`src/rtl/tmr_err_collector.sv`:
```
// tmr_err_collector
// Collects N_SRC voter-mismatch flags from the TMR error sinks. Keeps a sticky
// bit, a saturating rise counter and an overflow flag per source, and drives an
// aggregate error and a maskable interrupt. Entries are cleared by a
// valid/ready request, followed by a holdoff window in which no new clear is
// accepted. A source that is erroring in the clear cycle keeps its sticky bit
// and restarts its counter at 1.
module tmr_err_collector #(
   parameter  int N_SRC       = 4,
   parameter  int CNT_W       = 8,
   parameter  int HOLDOFF_CYC = 2,
   localparam int SEL_W       = (N_SRC > 1) ? $clog2(N_SRC) : 1
) (
   input  logic               clk_i,
   input  logic               rst_ni,
   input  logic [N_SRC-1:0]   err_i,
   input  logic [N_SRC-1:0]   irq_en_i,
   input  logic               clr_valid_i,
   input  logic [N_SRC-1:0]   clr_mask_i,
   output logic               clr_ready_o,
   input  logic [SEL_W-1:0]   cnt_sel_i,
   output logic [CNT_W-1:0]   cnt_o,
   output logic [N_SRC-1:0]   sticky_o,
   output logic [N_SRC-1:0]   overflow_o,
   output logic               err_o,
   output logic               irq_o
);

   // Last holdoff count value; the counter runs 0..HO_LAST inside HOLDOFF.
   localparam int HO_LAST = (HOLDOFF_CYC > 0) ? HOLDOFF_CYC - 1 : 0;
   localparam int HO_W    = (HO_LAST > 0) ? $clog2(HO_LAST + 1) : 1;

   typedef enum logic [1:0] {
      ST_IDLE    = 2'd0,
      ST_CLEAR   = 2'd1,
      ST_HOLDOFF = 2'd2
   } state_e;

   state_e              state_reg, state_next;
   logic                ready_reg;
   logic [N_SRC-1:0]    mask_reg, mask_next;
   logic [HO_W-1:0]     hold_reg, hold_next;
   logic                clr_active;

   logic [N_SRC-1:0]    err_q_reg;
   logic [N_SRC-1:0]    rise;
   logic [N_SRC-1:0]    clr_now;
   logic [N_SRC-1:0]    sticky_vec;
   logic [N_SRC-1:0]    sticky_next_vec;
   logic [N_SRC-1:0]    ovf_vec;
   logic [N_SRC*CNT_W-1:0] cnt_flat;

   logic                err_reg;
   logic                irq_reg;

   assign rise    = err_i & ~err_q_reg;
   assign clr_now = {N_SRC{clr_active}} & mask_reg;

   // Clear-request FSM: next state, mask capture and holdoff counting.
   always_comb begin
      state_next = state_reg;
      mask_next  = mask_reg;
      hold_next  = hold_reg;
      clr_active = 1'b0;
      unique case (state_reg)
         ST_IDLE: begin
            if (clr_valid_i && ready_reg) begin
               mask_next  = clr_mask_i;
               state_next = ST_CLEAR;
            end
         end
         ST_CLEAR: begin
            clr_active = 1'b1;
            hold_next  = '0;
            state_next = (HOLDOFF_CYC > 0) ? ST_HOLDOFF : ST_IDLE;
         end
         ST_HOLDOFF: begin
            if (hold_reg == HO_W'(HO_LAST)) begin
               state_next = ST_IDLE;
            end else begin
               hold_next = hold_reg + 1'b1;
            end
         end
         default: begin
            state_next = ST_IDLE;
         end
      endcase
   end

   // FSM registers; ready is a registered decode of the upcoming state.
   always_ff @(posedge clk_i or negedge rst_ni) begin
      if (!rst_ni) begin
         state_reg <= ST_IDLE;
         ready_reg <= 1'b1;
         mask_reg  <= '0;
         hold_reg  <= '0;
      end else begin
         state_reg <= state_next;
         ready_reg <= (state_next == ST_IDLE);
         mask_reg  <= mask_next;
         hold_reg  <= hold_next;
      end
   end

   // Previous-cycle copy of the raw flags for rise detection.
   always_ff @(posedge clk_i or negedge rst_ni) begin
      if (!rst_ni) begin
         err_q_reg <= '0;
      end else begin
         err_q_reg <= err_i;
      end
   end

   generate
      for (genvar gi = 0; gi < N_SRC; gi++) begin : g_src
         logic             sticky_reg;
         logic             ovf_reg, ovf_next;
         logic [CNT_W-1:0] cnt_reg, cnt_next;

         // A live error wins over a clear landing in the same cycle.
         assign sticky_next_vec[gi] = (sticky_reg & ~clr_now[gi]) | err_i[gi];

         // Saturating rise counter; a rise during the clear restarts it at 1.
         always_comb begin
            cnt_next = cnt_reg;
            ovf_next = ovf_reg;
            if (clr_now[gi]) begin
               cnt_next = rise[gi] ? CNT_W'(1) : '0;
               ovf_next = 1'b0;
            end else if (rise[gi]) begin
               if (cnt_reg == {CNT_W{1'b1}}) begin
                  ovf_next = 1'b1;
               end else begin
                  cnt_next = cnt_reg + 1'b1;
               end
            end
         end

         // Per-source sticky, counter and overflow state.
         always_ff @(posedge clk_i or negedge rst_ni) begin
            if (!rst_ni) begin
               sticky_reg <= 1'b0;
               cnt_reg    <= '0;
               ovf_reg    <= 1'b0;
            end else begin
               sticky_reg <= sticky_next_vec[gi];
               cnt_reg    <= cnt_next;
               ovf_reg    <= ovf_next;
            end
         end

         assign sticky_vec[gi]                  = sticky_reg;
         assign ovf_vec[gi]                     = ovf_reg;
         assign cnt_flat[gi*CNT_W +: CNT_W]     = cnt_reg;
      end
   endgenerate

   // Aggregates follow the sticky bits in the same edge they are set.
   always_ff @(posedge clk_i or negedge rst_ni) begin
      if (!rst_ni) begin
         err_reg <= 1'b0;
         irq_reg <= 1'b0;
      end else begin
         err_reg <= |sticky_next_vec;
         irq_reg <= |(sticky_next_vec & irq_en_i);
      end
   end

   // Counter readout; out-of-range selects read as zero.
   always_comb begin
      cnt_o = '0;
      for (int i = 0; i < N_SRC; i++) begin
         if (int'(cnt_sel_i) == i) begin
            cnt_o = cnt_flat[i*CNT_W +: CNT_W];
         end
      end
   end

   assign clr_ready_o = ready_reg;
   assign sticky_o    = sticky_vec;
   assign overflow_o  = ovf_vec;
   assign err_o       = err_reg;
   assign irq_o       = irq_reg;

endmodule

```
`config.mk`:
```
export PLATFORM = sky130hd
export DESIGN_NAME = tmr_err_collector
export DESIGN_NICKNAME = d
export VERILOG_FILES = /design/src/rtl/tmr_err_collector.sv
export SDC_FILE = /design/constraint.sdc
export NUM_CORES = 1
export LEC_CHECK = 0
export ABC_AREA = 1
export BUFFER_PORTS_ARGS = -buffer_cell sky130_fd_sc_hd__clkbuf_2
export CORE_ASPECT_RATIO = 0.9
export CORE_MARGIN = 1
export CORE_UTILIZATION = 50
export DETAILED_ROUTE_END_ITERATION = 10
export PLACE_DENSITY = 0.71
export SYNTH_ARGS = -nofsm -noshare
export SYNTH_HDL_FRONTEND = slang
export SYNTH_SLANG_ARGS = --single-unit
export TNS_END_PERCENT = 30
```
`constraint.sdc`:
```
create_clock -name clk_i -period 4.11 [get_ports clk_i]
set_input_delay 0.411 -clock clk_i [delete_from_list [all_inputs] [get_ports clk_i]]
set_output_delay 0.411 -clock clk_i [all_outputs]
set_load 0.01 [all_outputs]
```
==> results.json <==
{
  "status": "complete, no violations",
  "syn_area_per_cell_sq_um": 7.590,
  "finalSetupViolCount": 0,
  "vias_per_cell": 5.233,
  "criticalPathCategory": "input pin to primary output",
  "grt_usage": 0.2309,
  "die_w_um": 85.06,
  "drive_gt1_frac": 0.1734,
  "dr_total_vias": 2690,
  "syn_to_final_growth_pct": 10.16,
  "skew_ps": 13.20,
  "ys.flop_type": "dfrtp_1",
  "cap_violations": 0,
  "ant_nets": 0,
  "critPathMaxFanout": 8,
  "core.rowCount": 26,
  "path_cells": "clkbuf_2 > inv_1 > nor2_1 > a21oi_1 > o21ai_0 > clkbuf_2",
  "totalNegativeSetupSlack_ps": 0,
  "syn_inst": 409,
  "leakagePower_nw": 1.704,
  "wl_per_cell_um": 13.31,
  "crit_family": "simple AND/OR/NAND/NOR gates",
  "worst-path-buf-inv": 3,
  "cts.clk_slew.worst_paths_ps": 100,
  "cts.htree.levels": 2,
  "cp-start-kind": "input pin",
  "worst-r2r-cell-count": 8,
  "synth-seq-area-share": 0.4357,
  "core-area_sq_um": 5823,
  "cts_resized": 0,
  "hold_buffers": 0,
  "hpwlAfterDp_um": 5196,
  "power_density_nw_per_um2": 518.3,
  "tightest_slew_ps": 687.1,
  "hold_path_depth": 1,
  "cp-end-kind": "primary output",
  "syn_nets": 434,
  "firstDrtPassIters": 5,
  "antenna_found_initial": 0,
  "synth_edf_count": 0,
  "fillers": 554,
  "final_nets": 468,
  "hold_slack_ps": 214.4,
  "drt-initial-drc-count": 145,
  "port_buffers": 35,
  "synth.top_cell.area_share": 0.4272,
  "n_antenna_cell": 0,
  "cp_common_cell": "clkbuf_2",
  "grt_pass1_wl_um": 12060,
  "clk_latency_ps": 310,
  "post-route-drc-count": 0,
  "place_ws_ps": 2316,
  "overflow": 0,
  "yosys_warnings": 0,
  "cts_tree": "yes",
  "path_depth": 6,
  "fmax_mhz": 550.5,
  "period_needed_ps": 1817,
  "grt_max_degree": 55,
  "ir_drop_mv": 0.2888,
  "synth.most_common_cell": "nand2_1",
  "die-area_sq_um": 6528,
  "numCtsBuffers": 5,
  "clock_sinks": 54,
  "synthDistinctLibCells": 30,
  "setup_slack_ps": 2293,
  "finalHoldViolCount": 0,
  "final-max-slew-violation-count": 0,
  "rsz0062_at_grt": "false",
  "die_h_um": 76.75,
  "synth_common_cells": "nand2_1, dfrtp_1, inv_1",
  "post_cts_buffers": 0,
  "start_util": 0.5331,
  "required_ps": 3700,
  "totalWireLength_um": 6841,
  "clk_path_buf_depth": 2,
  "routabilityCongestion": 0.8908,
  "cp.arrival_ps": 1410,
  "grt_pass1_vias": 2617,
  "root_buffer": "clkbuf_8",
  "relSlewSlack": 0.5419,
  "num_io_pins": 36,
  "synth_area_sq_um": 3104,
  "synthTopCellsByArea": "dfrtp_1, nand2_1, inv_1",
  "post-route-period-util": 0.4420,
  "synthDominantAreaCellType": "dfrtp_1",
  "ys_seq_elements": 54,
  "largest_reg_flops": 32,
  "holdCritPathClass": "input pin to flip-flop",
  "slowest_delay_ps": 380,
  "slowest_stage": "nor2_1",
  "synthArstFlopShare": 1.000
}
[power breakdown]
part,switching [mW],internal (mW)
registers,0.153,0.667
clock network,0.184,0.185
logic,0.365,0.219
total,0.702,1.07
[stage by stage]
step | utilization | power, mW | instance area (sq um) | instances
after detailed placement | 0.5673 | 1.410 | 3303 | 506
after global routing | 0.5872 | 1.910 | 3420 | 514
after floorplan | - | 1.240 | 3104 | 409
final | 0.5872 | 1.772 | 3420 | 514
after CTS | 0.5872 | 1.780 | 3420 | 514
after global placement | 0.5673 | 1.391 | 3303 | 506
[layout by cell type (no fill, tap or decap), drive strengths merged]
cell	n
a21oi	15
a31oi	2
and2	1
buf	1
bufinv	1
clkbuf	40
clkinv	1
dfrtp	53
dfstp	1
ha	8
inv	56
mux2	4
nand2	129
nand3	34
nand3b	2
nand4	6
nor2	44
o2111ai	4
o211ai	2
o21a	1
o21ai	31
o21bai	1
o22ai	1
or2	1
xor2	5
[layer usage]
| metal | global-route usage | part of all wire |
|---|---|---|
| met1 | 0.3292 | 0.48 |
| met4 | 0.07458 | 0.016 |
| met5 | 0 | 0 |
| met3 | 0.03337 | 0.054 |
| met2 | 0.3621 | 0.45 |
[cells by family after synthesis]
| group | Yosys count | synth area share |
|---|---|---|
| fa+ha+maj | 8 | 0.03225 |
| compound gates | 57 | 0.1048 |
| mux | 4 | 0.01451 |
| xor+xnor | 5 | 0.01411 |
| buf+inv | 64 | 0.08948 |
| simple gates | 217 | 0.3091 |
| flops | 54 | 0.4357 |
[path summary, 6_finish.rpt]
kind | start | endpoint | slack [ps]
setup / recovery | cnt_sel_i[1] | cnt_o[3] | 2290
hold / removal | err_i[3] | err_q_reg[3] | 210
min in group asynchronous | rst_ni | g_src[2].ovf_reg | 220
max in group asynchronous | rst_ni | g_src[1].cnt_reg[3] | 3440
hold reg to reg | g_src[1].ovf_reg | g_src[1].ovf_reg | 510
setup reg to reg | state_reg[1] | g_src[3].cnt_reg[3] | 2460
[area by class of cell]
| class | count | area, sq um | area share |
|---|---|---|---|
| inverters | 55 | 206.4 | 0.06037 |
| flip-flops and latches | 54 | 1353 | 0.3955 |
| clock inverters | 3 | 47.55 | 0.01390 |
| clock buffers | 5 | 68.82 | 0.02012 |
| repair buffers | 36 | 182.7 | 0.05342 |
| well taps | 70 | 87.58 | 0.02561 |
| multi-input cells | 291 | 1474 | 0.4310 |
Note: power is estimated with default switching activity, not from simulation.
